$ cat src/rtl/serial_calc_unit_if.sv
// serial_calc_unit_if
//  Handshake and data bundle between the calculator control logic (master)
//  and the serial arithmetic unit (slave).
//  master drives: start, op, a, b
//  slave drives : busy, done, result, carry, overflow, err
interface serial_calc_unit_if #(
    parameter int WIDTH = 8
) ();
    logic                 start;
    logic [1:0]           op;
    logic [WIDTH-1:0]     a;
    logic [WIDTH-1:0]     b;
    logic                 busy;
    logic                 done;
    logic [2*WIDTH-1:0]   result;
    logic                 carry;
    logic                 overflow;
    logic                 err;

    modport master (
        output start, op, a, b,
        input  busy, done, result, carry, overflow, err
    );

    modport slave (
        input  start, op, a, b,
        output busy, done, result, carry, overflow, err
    );
endinterface

$ cat src/rtl/serial_calc_unit.sv
// serial_calc_unit
//  Multi-cycle WIDTH-bit arithmetic unit. ADD/SUB run one full-adder slice
//  bit-serially (LSB first), MUL runs a shift-add loop; both take WIDTH steps
//  after the accepting edge. The reserved opcode finishes after one step with err.
//  Ports:
//   clk  - rising-edge clock
//   rst  - asynchronous active-high reset
//   bus  - slave side of serial_calc_unit_if (start/op/a/b in;
//          busy/done/result/carry/overflow/err out, all registered)
module serial_calc_unit #(
    parameter int WIDTH = 8
) (
    input  logic               clk,
    input  logic               rst,
    serial_calc_unit_if.slave  bus
);
    localparam int CW = $clog2(WIDTH) + 1;
    localparam int IW = (WIDTH > 2) ? $clog2(WIDTH) : 1;
    localparam int W2 = 2 * WIDTH;
    localparam logic [CW-1:0] LAST_STEP = CW'(WIDTH - 1);

    typedef enum logic [0:0] {
        S_IDLE = 1'b0,
        S_RUN  = 1'b1
    } state_t;

    state_t            state_r;
    state_t            state_next_s;

    logic [1:0]        op_r;
    logic [WIDTH-1:0]  a_r;
    logic [WIDTH-1:0]  b_r;
    logic [CW-1:0]     cnt_r;
    logic              c_r;
    logic [WIDTH-1:0]  sum_r;
    logic [W2-1:0]     acc_r;

    logic              busy_r;
    logic              done_r;
    logic [W2-1:0]     result_r;
    logic              carry_r;
    logic              overflow_r;
    logic              err_r;

    logic [IW-1:0]     idx_s;
    logic              a_bit_s;
    logic              b_bit_s;
    logic              sum_bit_s;
    logic              c_next_s;
    logic [WIDTH-1:0]  sum_full_s;
    logic [W2-1:0]     acc_next_s;
    logic              last_s;
    logic              accept_s;
    logic              finish_s;

    // One bit-serial adder slice and one shift-add step for the current counter value
    always_comb begin
        idx_s      = cnt_r[IW-1:0];
        a_bit_s    = a_r[idx_s];
        // SUB adds the inverted subtrahend; the +1 comes from c0 = 1 at accept
        b_bit_s    = (op_r[0] == 1'b1) ? ~b_r[idx_s] : b_r[idx_s];
        sum_bit_s  = a_bit_s ^ b_bit_s ^ c_r;
        c_next_s   = (a_bit_s & b_bit_s) | (a_bit_s & c_r) | (b_bit_s & c_r);
        sum_full_s = sum_r;
        sum_full_s[idx_s] = sum_bit_s;
        if (b_r[idx_s] == 1'b1) begin
            acc_next_s = acc_r + ({{WIDTH{1'b0}}, a_r} << idx_s);
        end else begin
            acc_next_s = acc_r;
        end
        last_s = (cnt_r == LAST_STEP) || (op_r == 2'b11);
    end

    // Next-state and control strobes
    always_comb begin
        state_next_s = state_r;
        accept_s     = 1'b0;
        finish_s     = 1'b0;
        case (state_r)
            S_IDLE: begin
                if (bus.start == 1'b1) begin
                    state_next_s = S_RUN;
                    accept_s     = 1'b1;
                end else begin
                    state_next_s = S_IDLE;
                end
            end
            S_RUN: begin
                if (last_s == 1'b1) begin
                    state_next_s = S_IDLE;
                    finish_s     = 1'b1;
                end else begin
                    state_next_s = S_RUN;
                end
            end
            default: begin
                state_next_s = S_IDLE;
            end
        endcase
    end

    // FSM state register
    always_ff @(posedge clk or posedge rst) begin
        if (rst) begin
            state_r <= S_IDLE;
        end else begin
            state_r <= state_next_s;
        end
    end

    // Operand latch, serial datapath and registered results/flags
    always_ff @(posedge clk or posedge rst) begin
        if (rst) begin
            op_r       <= 2'b00;
            a_r        <= {WIDTH{1'b0}};
            b_r        <= {WIDTH{1'b0}};
            cnt_r      <= {CW{1'b0}};
            c_r        <= 1'b0;
            sum_r      <= {WIDTH{1'b0}};
            acc_r      <= {W2{1'b0}};
            busy_r     <= 1'b0;
            done_r     <= 1'b0;
            result_r   <= {W2{1'b0}};
            carry_r    <= 1'b0;
            overflow_r <= 1'b0;
            err_r      <= 1'b0;
        end else begin
            done_r <= 1'b0;
            if (accept_s) begin
                op_r   <= bus.op;
                a_r    <= bus.a;
                b_r    <= bus.b;
                cnt_r  <= {CW{1'b0}};
                c_r    <= (bus.op == 2'b01);
                sum_r  <= {WIDTH{1'b0}};
                acc_r  <= {W2{1'b0}};
                busy_r <= 1'b1;
            end else if (state_r == S_RUN) begin
                cnt_r <= cnt_r + {{(CW-1){1'b0}}, 1'b1};
                c_r   <= c_next_s;
                sum_r <= sum_full_s;
                acc_r <= acc_next_s;
                if (finish_s) begin
                    busy_r <= 1'b0;
                    done_r <= 1'b1;
                    // On the final step the current slice bits are the MSBs
                    case (op_r)
                        2'b00, 2'b01: begin
                            result_r   <= {{WIDTH{1'b0}}, sum_full_s};
                            carry_r    <= c_next_s;
                            overflow_r <= (a_bit_s == b_bit_s) && (sum_bit_s != a_bit_s);
                            err_r      <= 1'b0;
                        end
                        2'b10: begin
                            result_r   <= acc_next_s;
                            carry_r    <= 1'b0;
                            overflow_r <= |acc_next_s[W2-1:WIDTH];
                            err_r      <= 1'b0;
                        end
                        default: begin
                            result_r   <= {W2{1'b0}};
                            carry_r    <= 1'b0;
                            overflow_r <= 1'b0;
                            err_r      <= 1'b1;
                        end
                    endcase
                end
            end
        end
    end

    assign bus.busy     = busy_r;
    assign bus.done     = done_r;
    assign bus.result   = result_r;
    assign bus.carry    = carry_r;
    assign bus.overflow = overflow_r;
    assign bus.err      = err_r;
endmodule

$ cat src/flat_wrapper.sv
// flat-port wrapper written by rule: the top's interface ports become plain ports
module serial_calc_unit_flat 
#(
    parameter int WIDTH = 8
)
  (clk, rst, bus_start, bus_op, bus_a, bus_b, bus_busy, bus_done, bus_result, bus_carry, bus_overflow, bus_err);
  serial_calc_unit_if #(.WIDTH(WIDTH)) bus_i ();
  input  logic clk;
  input  logic rst;
  input wire logic [$bits(bus_i.start)-1:0] bus_start;
  input wire logic [$bits(bus_i.op)-1:0] bus_op;
  input wire logic [$bits(bus_i.a)-1:0] bus_a;
  input wire logic [$bits(bus_i.b)-1:0] bus_b;
  output wire logic [$bits(bus_i.busy)-1:0] bus_busy;
  output wire logic [$bits(bus_i.done)-1:0] bus_done;
  output wire logic [$bits(bus_i.result)-1:0] bus_result;
  output wire logic [$bits(bus_i.carry)-1:0] bus_carry;
  output wire logic [$bits(bus_i.overflow)-1:0] bus_overflow;
  output wire logic [$bits(bus_i.err)-1:0] bus_err;
  assign bus_i.start = bus_start;
  assign bus_i.op = bus_op;
  assign bus_i.a = bus_a;
  assign bus_i.b = bus_b;
  assign bus_busy = bus_i.busy;
  assign bus_done = bus_i.done;
  assign bus_result = bus_i.result;
  assign bus_carry = bus_i.carry;
  assign bus_overflow = bus_i.overflow;
  assign bus_err = bus_i.err;
  serial_calc_unit #(.WIDTH(WIDTH)) u_core (.clk(clk), .rst(rst), .bus(bus_i));
endmodule
$ cat config.mk
export PLATFORM = sky130hd
export DESIGN_NAME = serial_calc_unit_flat
export DESIGN_NICKNAME = d
export VERILOG_FILES = /design/src/rtl/serial_calc_unit_if.sv /design/src/rtl/serial_calc_unit.sv /design/src/flat_wrapper.sv
export SDC_FILE = /design/constraint.sdc
export NUM_CORES = 1
export LEC_CHECK = 0
export BUFFER_PORTS_ARGS = -buffer_cell sky130_fd_sc_hd__buf_2
export CAP_MARGIN = 20
export CELL_PAD_IN_SITES_DETAIL_PLACEMENT = 2
export CELL_PAD_IN_SITES_GLOBAL_PLACEMENT = 2
export CORE_UTILIZATION = 38
export CTS_BUF_LIST = sky130_fd_sc_hd__clkbuf_16
export CTS_CLUSTER_SIZE = 40
export DETAILED_ROUTE_END_ITERATION = 8
export PLACE_DENSITY_LB_ADDON = 0.12
export SLEW_MARGIN = 30
export SYNTH_ARGS = -nofsm -noshare
export SYNTH_HDL_FRONTEND = slang
export SYNTH_SLANG_ARGS = --single-unit
export TNS_END_PERCENT = 100
$ cat constraint.sdc
create_clock -name clk -period 4.1 [get_ports clk]
set_input_delay 0.82 -clock clk [delete_from_list [all_inputs] [get_ports clk]]
set_output_delay 0.82 -clock clk [all_outputs]
set_load 0.005 [all_outputs]
==> run metrics, run 1 <==
status completed; Placed Cells between 600 and 700; CP most frequent cell o21ai_0; Layout area overhead 14.5%; number of diodes 0; ANT nets after route 0; share of post-route cells with drive strength above 1 a little over 20%; Critical Path Sink Type flop; global route total overflow 0; Cell Area, Synth 4450 µm²; vias 3,764; setup slack after layout roughly 400 ps; Worst path slowest cell dfrtp_2; clock sink total 69; Setup violations, final 0; largest net degree at the start of global routing 52; RSZ-0062 raised after global routing no; Max-Cap Viols 0; reg-to-reg endpoint u_core.bus.overflow$_DFFE_PP0P_; first-pass GRT wire length roughly 22,000 µm; post-synthesis simple-gate area fraction between 15 and 20%; Post-synth EDFFs 0; WS Path Type flop to flop; CP peak stage delay 660 ps; # rows 39; CTS buffer count 9; worst setup path start u_core.cnt_r[1]$_DFFE_PP0P_; Setup TNS 0 ps; H-tree Lvls 3; post-route cell area approximately 5000 µm²; CP arrival a little under 4000 ps; Nets 540; Fin Clk Skew about 7.6 ps; syn nets a little over 500; chip width roughly 110 µm; Worst-path clk slew 60 ps; Vias/cell about 5.8; pre-CTS WS between 150 and 200 ps; hold crit path type input pin to asynchronous set/reset pin; CP Max Fanout 22; CORE AREA between 10,000 and 15,000 µm²; Yosys cell types between 60 and 70; Synth Flop Type dfrtp_1; crit path launch type flop; Gate Count Post-Synth between 400 and 500; #FFs+latches synth 69; Port Buffers a little over 40; crit share post-route between 90% and 100%; CTS root buffer clkbuf_16; CTS max path bufs 2; Post-CTS Setup Bufs 0; wire per inst approximately 22 µm; Routed WL around 14,000 µm; Worst Reg-to-Reg Cells 11; fillcell total about 1,200; largest family of logic cells by synthesized area compound AO/OA/AOI/OAI gates; post-synthesis mux area share roughly an eighth; Worst Max-Slew Pin Slew between 600 and 700 ps; # IOs 42; Synth Area in Adders 5.67%; GP Congestion approximately 0.84; dpl cell area about 4800 µm²; Iteration-0 DRC Markers 124; hpwl dp 10,500 µm; Initial Utilization between 30% and 40%; TritonCTS clock tree built; reg2reg start u_core.cnt_r[1]$_DFFE_PP0P_; Worst slew margin between 50% and 60%; # DRC 0; DRT Pass-1 Iters 4; R2R setup slack 400 ps; Peak Freq around 270 MHz; Slew Limit Fails 0; Syn Area/Cell between 9 and 10 µm²; CP Cell Sequence mux2_2 > o21ai_0 > o21ai_0 > ha_1 > a21o_1 > a221oi_2 > o2111ai_1 > a2111o_1 > nand3_1 > nor4_1 > a21oi_1; register area share after synthesis between 30% and 40%; Tmin final about 3700 ps; Layout Cells excl Fill about 650; worst skew pair latency roughly 340 ps; vias in the first global route slightly above 4,000; Die ar. between 10,000 and 15,000 µm²; All-Layer GR Usage 25.3%; Synth Area in XOR/XNOR 2.16%; asr flop ratio synth 100%; Die H roughly 110 µm; Fin. Hold Viols 0; compound-cell area share of the yosys netlist between 10% and 20%; critical path endpoint u_core.bus.overflow$_DFFE_PP0P_; yosys synthesis warning count 0; initial antenna violation count 0; WP data required about 4400 ps
[cell type report]
type | instances | area (µm²) | area share [%]
clock inverters | 6 | 80.1 | 1.57
multi-input cells | 356 | 2550 | 50.1
clock buffers | 9 | 225 | 4.42
repair buffers | 52 | 288 | 5.64
well taps | 143 | 179 | 3.51
flip-flops and latches | 69 | 1730 | 33.9
inverters | 12 | 45.0 | 0.883
[state kept, by name, indices dropped and copies added (netlist names)]
signal,flops
u_core.bus.carry,1
u_core.acc_r,16
u_core.bus.overflow,1
u_core.op_r,2
u_core.b_r,8
u_core.bus.result,16
u_core.cnt_r,4
u_core.bus.done,1
u_core.bus.busy,1
u_core.a_r,8
u_core.sum_r,8
u_core.c_r,1
u_core.bus.err,1
u_core.state_r,1
[Yosys cell counts, types with 4 or more instances]
cell type   n  area share, %
dfrtp_1    69             39
inv_1      12            1.0
mux2i_1    28            6.3
nand3_1     7           0.79
a22o_1      7            1.4
o21a_1      9            1.5
nor2b_1     4           0.56
nand2_1    39            3.3
buf_2       8           0.90
a21o_1      9            1.5
o31ai_1     4           0.67
mux2_2     23            5.8
xor2_1      5           0.98
nand4_1     8            1.1
nand2b_1   29            4.1
o221ai_1    6            1.2
clkbuf_1   17            1.4
a22oi_1     4           0.67
nor2_1     37            3.1
nor3_1      7           0.79
buf_1       4           0.34
xnor2_1     6            1.2
o21ai_0    25            2.8
ha_1       17            4.8
a21oi_1    27            3.0
[worst max-delay path: cells and delay by family, from the launching register on]
kind                       cells  cell delay [ps]
DFF                            1              660
AOI/OAI and AO/OA              7             1930
adders and majority gates      1              360
and+or+nand+nor                2              240
muxes                          1              400
[kinds of logic after synthesis]
logic type	after synthesis
AOI/OAI and AO/OA	121
xor gates and xnor gates	11
adders and majority gates	19
buffers and inverters	42
DFF	69
muxes	53
and+or+nand+nor	152
[what timing repair did]
| item | 4_1_cts | 5_1_grt |
|---|---|---|
| hold endpoints to repair | 0 | 0 |
| hold buffers | 0 | 0 |
| endpoints found under the setup margin | 0 | 2 |
| resized for setup | 0 | 2 |
[through the flow]
stage | util, % | hold WS [ps]
after floorplan | - | 452
after global placement | 42.0 | 456
after detailed placement | 42.0 | 465
after CTS | 44.7 | 483
after global routing | 44.7 | 497
final | 44.7 | 468
[layout by cell type (no fill, tap or decap), types with 5 or more instances in the layout]
cell | netlist | routed
ha_1 | 17 | 17
o221ai_1 | 6 | 6
xnor2_1 | 6 | 6
a22o_1 | 7 | 7
nand3_1 | 7 | 7
nand2_1 | 39 | 39
mux2_2 | 23 | 23
a21oi_1 | 27 | 27
nand2b_1 | 29 | 29
buf_4 | 0 | 11
dfrtp_1 | 69 | 67
inv_1 | 12 | 12
nand4_1 | 8 | 8
mux2i_1 | 28 | 28
nor3_1 | 7 | 7
a21o_1 | 9 | 9
o21ai_0 | 25 | 25
nor2_1 | 37 | 37
buf_2 | 8 | 41
clkbuf_16 | 0 | 9
o21a_1 | 9 | 9
xor2_1 | 5 | 5
[per-layer routing]
| metal | GRT usage [%] | share of wire (%) | vias to the layer above |
|---|---|---|---|
| li1 | - | - | 1759 |
| met1 | 31.0 | 45 | 1921 |
| met2 | 43.5 | 50 | 57 |
| met3 | 5.06 | 2.3 | 27 |
| met4 | 9.68 | 2.8 | 0 |
| met5 | 0 | 0 | - |
[worst min path at each step]
stage,depth (start not counted),to,slack [ps]
finish,2,u_core.sum_r[1]$_DFFE_PP0P_,470
global placement,2,u_core.bus.err$_DFFE_PP0P_,460
detailed placement,2,u_core.bus.carry$_DFFE_PP0P_,470
CTS,2,u_core.bus.busy$_DFFE_PP0P_,480
floorplan,1,u_core.cnt_r[3]$_DFFE_PP0P_,450
global route,2,u_core.bus.result[0]$_DFFE_PP0P_,500
Power of run 1 is left out: the tool's default activity adds up to more than one toggle a clock period on the data nets, which glitch-free logic cannot reach.
==> inputs of run 2 (changes only) <==
ABC_AREA = 1   (was default)
CORE_UTILIZATION = 34   (was 38)
==> run 2 against run 1 <==
Flip-flop and latch count did not move. Utilization shrank 4.8 points. Die area grew 9.5%. Count of clock-buffer cells in the layout unchanged. Clock skew rose by 0.80 ps. Final cell count grew 30%. Register-to-register slack gained 110 ps. Hold slack improved by 19 ps. Setup slack better by 110 ps. Critical path depth rose by 8. Largest cell class unchanged.
==> run metrics, run 2 <==
Iteration-0 DRC Markers 164 (+32%); crit path launch type flop; Slew Limit Fails 0 (unchanged); # rows 41 (+5.1%); setup slack after layout 508 ps (+107 ps); most frequent cells in the layout 227 x nand2_1, 73 x inv_1, 69 x dfrtp_1, 55 x o21ai_0, 48 x nor2_1; CP arrival 3820 ps (-130 ps); dominant cells by area after synthesis dfrtp_1 40%, nand2_1 20%, inv_1 6.4%, o21ai_0 6.3%, ha_1 4.9%; H-tree Lvls 3 (unchanged); HP Start u_core.b_r[7]$_DFFE_PP0P_; # DRC 0 (unchanged); status completed; largest area contributor in the netlist dfrtp_1; Worst path slowest cell dfrtp_1; CTS buffer count 9 (unchanged); Peak Freq 278 MHz (+3.0%); Leak Pwr 2.65 nW; CTS root buffer clkbuf_16; # IOs 42 (unchanged); Worst slew margin 42.7% (-12 points); register area share after synthesis 39.5% (+0.75 points); routed wl met3 234 µm (-29%); GP Congestion 0.823 (-2.6%); met1 wire length 6620 µm (+3.4%); post-synthesis simple-gate area fraction 29.4% (+12 points); WL met2 7450 µm (+3.6%); commonest non-fill, non-tap cell in the layout nand2_1; number of diodes 0 (unchanged); vias 4,200 (+12%); Yosys cell types 43 (-30%); most common cell in the netlist nand2_1; ANT nets after route 0 (unchanged); #FFs+latches synth 69 (unchanged); post-synthesis mux area share 0.458% (-13 points); TritonCTS clock tree built; vias in the first global route 4,579 (+13%); worst setup path start u_core.cnt_r[0]$_DFFE_PP0P_; pre-CTS WS 497 ps (+307 ps); Port Buffers 41 (unchanged); Tmin final 3590 ps (-107 ps); Vias/cell 5.00 (-14%); clock sink total 69 (unchanged); most instantiated cells after synthesis 227 x nand2_1, 74 x inv_1, 69 x dfrtp_1, 55 x o21ai_0, 48 x nor2_1; hold bufs inserted after CTS 0 (unchanged); Post-CTS Setup Bufs 0 (unchanged); Post-synth EDFFs 0 (unchanged); largest net degree at the start of global routing 38 (-27%); Cell Area, Synth 4370 µm² (-1.9%); Setup violations, final 0 (unchanged); Die H 115 µm (+4.6%); hpwl dp 11,400 µm (+8.9%); Syn Area/Cell 7.00 µm² (-27%); CP Cell Sequence inv_4 > o21ai_0 > o21ai_0 > o21ai_0 > ha_1 > nand2_1 > inv_1 > nand2_1 > nand2_1 > a21oi_1 > nand2_1 > nand2_1 > nand3_1 > nand2_1 > nand2_1 > nor2_1 > nand2_1 > nand2_1 > a21oi_2; Max-Cap Viols 0 (unchanged); CORE AREA 12,600 µm² (+10%); post-cts sizing count 0 (unchanged); compound-cell area share of the yosys netlist 14.2% (-5.1 points); Initial Utilization 34.8% (-4.2 points); Worst-path clk slew 60 ps (about the same); Setup TNS 0 ps (unchanged); CP peak stage delay 900 ps (+240 ps); Synth Area in Adders 5.78% (+0.11 points); highest metal used met4; syn nets 664 (+31%); Die ar. 13,300 µm² (+9.5%); first-pass GRT wire length 23,500 µm (+5.1%); Synth Area in XOR/XNOR 1.20% (-0.96 points); Fin Clk Skew 8.40 ps (+0.805 ps); Synth Flop Type dfrtp_1; reg2reg start u_core.cnt_r[0]$_DFFE_PP0P_; Routed WL 14,500 µm (+1.5%); maximum vdd drop 0.000611 V; Fin. Hold Viols 0 (unchanged); global route total overflow 0 (unchanged); Synth top area share 39.5% (+0.75 points); CP most frequent cell nand2_1; Worst Max-Slew Pin Slew 860 ps (+184 ps); CP Max Fanout 28 (+27%); largest family of logic cells by synthesized area simple AND/OR/NAND/NOR gates; All-Layer GR Usage 23.7% (-1.6 points); chip width 115 µm (+4.6%); wire per inst 17.3 µm (-22%); CTS max path bufs 2 (unchanged); WS Path Type flop to flop; yosys synthesis warning count 0 (unchanged); initial antenna violation count 0 (unchanged); crit share post-route 87.6% (-2.6 points); Gate Count Post-Synth 624 (+34%); Buf/Inv on CP 2 (+2); share of post-route cells with drive strength above 1 12.7% (-7.9 points); worst skew pair latency 350 ps (about the same); WP data required 4330 ps (-30 ps); Critical Path Sink Type flop; Layout area overhead 14.6% (about the same); hold crit path type flop to flop; asr flop ratio synth 100% (unchanged); RSZ-0062 raised after global routing no; cell family with most CP delay compound AO/OA/AOI/OAI gates; DRT Pass-1 Iters 4 (unchanged); Nets 703 (+30%); pwr dens approximately 1000 nW/µm²
## run 2: logic make-up (layout without fill, tap and decap cells)
group / Yosys count / after routing
AND/OR/NAND/NOR: 319 / 319
buffers and inverters: 100 / 144
AO/OA/AOI/OAI: 109 / 109
XOR/XNOR: 6 / 6
adder cells (fa/ha/maj): 19 / 19
flip-flops: 69 / 69
multiplexers: 2 / 2
## run 2: final timing paths
path                                               endpoint  slack, ps  cells after the start
hold reg to reg                   u_core.b_r[7]$_DFFE_PP0P_        490                      2
setup / recovery            u_core.bus.overflow$_DFFE_PP0P_        510                     19
max in group asynchronous  u_core.bus.result[4]$_DFFE_PP0P_       3140                      3
min in group asynchronous         u_core.bus.done$_DFF_PP0_        560                      3
setup reg to reg            u_core.bus.overflow$_DFFE_PP0P_        510                     19
hold / removal                    u_core.b_r[7]$_DFFE_PP0P_        490                      2
## run 2: per-stage QoR
| stage | std cells | hold slack, ps | total power, mW | instance area [µm²] | util [%] |
|---|---|---|---|---|---|
| 4_1_cts | 840 | 491 | 5.11 | 5010 | 39.9 |
| 3_5_place_dp | 824 | 475 | 4.34 | 4730 | 37.7 |
| 6_report | 840 | 487 | 5.03 | 5010 | 39.9 |
| 3_3_place_gp | 824 | 462 | 4.19 | 4730 | 37.7 |
| 5_1_grt | 840 | 506 | 5.51 | 5010 | 39.9 |
| 2_1_floorplan | 624 | 448 | 3.37 | 4370 | - |
## run 2: routing by layer
layer / vias up / track usage (%)
li1: 2070 / -
met1: 2075 / 28.2
met2: 41 / 43.3
met3: 14 / 3.64
met4: 0 / 7.71
met5: - / 0
## run 2: cell type report
cell class | instances | area (µm²)
Tap cell | 172 | 215
Timing Repair Buffer | 48 | 258
Sequential cell | 69 | 1730
Fill cell | 1514 | 7560
Clock buffer | 9 | 225
Inverter | 80 | 303
Multi-Input combinational cell | 455 | 2230
Clock inverter | 7 | 51.3
## run 2: report_power, final
part           total [mW]  internal, mW  switching [mW]
Combinational        3.03          1.00            2.03
Sequential           1.27         0.977           0.290
Clock               0.730         0.411           0.319
Total                5.03          2.39            2.64
## run 2: worst register-to-register path: stages, from the launching register on
cell	delay (ps)
dfrtp_1	900
inv_4	220
o21ai_0	260
o21ai_0	130
o21ai_0	330
ha_1	360
nand2_1	140
inv_1	50
nand2_1	60
nand2_1	60
a21oi_1	220
nand2_1	80
nand2_1	60
nand3_1	100
nand2_1	170
nand2_1	80
nor2_1	80
nand2_1	60
nand2_1	70
a21oi_2	50
Note: power is estimated with default switching activity, not from simulation.
==> inputs of run 3 (changes only) <==
CORE_ASPECT_RATIO = 1.2   (was default)
CORE_UTILIZATION = 36   (was 34)
clock period = 4.3 ns   (was 4.1 ns; I/O delays follow)
==> run 3 against run 2 <==
Hold slack got worse by 2.9 ps. Utilization grew 2.9 points. Sequential power fell by 4%. Routed wire length up 5.2%. First-iteration DRC count shrank 20%. Final cell count fell by 2.3%. Total power fell by 1.5%. Critical path type unchanged. Critical endpoint unchanged. Largest cell class unchanged. Highest routed layer unchanged.
==> run metrics, run 3 (synthesized netlist as in run 2, its figures left out) <==
Leak Pwr 2.64 nW (-0.30%); Setup TNS 0 ps (unchanged); Setup violations, final 0 (unchanged); CTS buffer count 9 (unchanged); Worst-path clk slew 70 ps (about the same); post-cts sizing count 0 (unchanged); maximum vdd drop 0.000406 V (-34%); WP data required 4530 ps (+200 ps); RSZ-0062 raised after global routing no; setup slack after layout 631 ps (+123 ps); most frequent cells in the layout 227 x nand2_1, 73 x inv_1, 69 x dfrtp_1, 55 x o21ai_0, 48 x nor2_1; Iteration-0 DRC Markers 131 (-20%); initial antenna violation count 0 (unchanged); # IOs 42 (unchanged); hold bufs inserted after CTS 0 (unchanged); worst skew pair latency 350 ps (about the same); Die H 123 µm (+6.3%); Max-Cap Viols 0 (unchanged); number of diodes 0 (unchanged); CP arrival 3890 ps (+70 ps); commonest non-fill, non-tap cell in the layout nand2_1; Fin. Hold Viols 0 (unchanged); Layout area overhead 14.3%; FF/Latch Area 1730 µm² (unchanged); post-route cell area 4990 µm² (-0.30%); hpwl dp 11,400 µm (+0.15%); clock sink total 69 (unchanged); # DRC 0 (unchanged); Vias/cell 5.23 (+4.5%); dpl cell area 4690 µm² (-0.98%); TritonCTS clock tree built; Port Buffers 41 (unchanged); Fin Clk Skew 9.45 ps (+1.04 ps); H-tree Lvls 3 (unchanged); pwr dens 991 nW/µm² (-1.2%); worst hold path stage count 2 (unchanged); fillcell total 1,458 (-3.7%); WS Path Type flop to flop; Worst Max-Slew Pin Slew 885 ps (+24.9 ps); Tmin final 3670 ps (+76.7 ps); share of post-route cells with drive strength above 1 12.3% (-0.38 points); Slew Limit Fails 0 (unchanged); first-pass GRT wire length 24,800 µm (+5.4%); Routed WL 15,300 µm (+5.2%); Layout Cells excl Fill 821 (-2.3%); wire per inst 18.6 µm (+7.6%); chip width 103 µm (-11%); crit path launch type flop; Peak Freq 273 MHz (-2.1%); # rows 43 (+4.9%); pre-CTS WS 685 ps (+188 ps); All-Layer GR Usage 26.5% (+2.8 points); Post-CTS Setup Bufs 0 (unchanged); ANT nets after route 0 (unchanged); GP Congestion 0.858 (+4.3%); Initial Utilization 37.4% (+2.7 points); Critical Path Sink Type flop; global route total overflow 0 (unchanged); CTS root buffer clkbuf_16; CTS max path bufs 2 (unchanged); status completed; DRT Pass-1 Iters 4 (unchanged); vias 4,290 (+2.1%); Worst slew margin 41.0% (-1.7 points); vias in the first global route 4,898 (+7.0%); Placed Cells 805 (-2.3%); largest net degree at the start of global routing 49 (+29%); Nets 699 (-0.57%); area of the multi-input gates 2230 µm² (unchanged); Worst Reg-to-Reg Cells 19 (unchanged); hold crit path type flop to flop; crit share post-route 85.3% (-2.3 points); Die ar. 12,600 µm² (-5.4%); CP Max Fanout 28 (unchanged); CORE AREA 11,700 µm² (-7.1%)
## run 3: changes by cell type in the layout (fill, tap and decap cells not counted), sizes merged
cell / before / now
clkinvlp: 1 / 2
buf: 48 / 44
bufinv: 0 / 1
clkinv: 6 / 2
inv: 80 / 82
## run 3: through the flow
stage	power [mW]	utilization [%]	hold slack [ps]
final	4.95	42.8	484
after CTS	5.02	42.8	489
after global placement	3.97	40.1	463
after global routing	5.40	42.8	499
after detailed placement	4.14	40.1	473
after floorplan	3.21	-	448
## run 3: final cells by class
| cell class | count | area share (%) |
|---|---|---|
| Clock buffer | 9 | 4.51 |
| Clock inverter | 7 | 1.65 |
| Inverter | 80 | 6.11 |
| Multi-Input combinational cell | 455 | 44.7 |
| Sequential cell | 69 | 34.6 |
| Tap cell | 157 | 3.93 |
| Timing Repair Buffer | 44 | 4.56 |
## run 3: worst paths after layout
check                      slack (ps)                               from                           endpoint
max in group asynchronous        2910                                rst        u_core.acc_r[1]$_DFFE_PP0P_
min in group asynchronous         610                                rst          u_core.bus.done$_DFF_PP0_
min reg2reg                       480  u_core.bus.result[15]$_DFFE_PP0P_  u_core.bus.result[15]$_DFFE_PP0P_
max reg2reg                       630        u_core.cnt_r[0]$_DFFE_PP0P_    u_core.bus.overflow$_DFFE_PP0P_
max                               630        u_core.cnt_r[0]$_DFFE_PP0P_    u_core.bus.overflow$_DFFE_PP0P_
min                               480  u_core.bus.result[15]$_DFFE_PP0P_  u_core.bus.result[15]$_DFFE_PP0P_
## run 3: where the power goes
part	internal (mW)	switching (mW)	total, mW	leakage, nW
sequential	0.932	0.289	1.22	0.875
clock	0.459	0.331	0.790	0.145
combinational	0.946	1.99	2.94	1.62
total	2.34	2.61	4.95	2.64
## run 3: routing by layer
| layer | share of wire [%] | GRT usage, % | vias to the layer above |
|---|---|---|---|
| li1 | - | - | 2048 |
| met1 | 40 | 28.6 | 2143 |
| met2 | 55 | 50.9 | 65 |
| met3 | 2.3 | 3.59 | 34 |
| met4 | 2.9 | 10.2 | 0 |
| met5 | 0 | 0 | - |
## run 3: critical path, stage by stage (launching register included)
cell and delay [ps]:
dfrtp_1 920, inv_4 200, o21ai_0 290, o21ai_0 160
o21ai_0 330, ha_1 370, nand2_1 140, inv_1 50
nand2_1 60, nand2_1 70, a21oi_1 170, nand2_1 80
nand2_1 70, nand3_1 90, nand2_1 150, nand2_1 70
nor2_1 130, nand2_1 70, nand2_1 70, a21oi_2 50
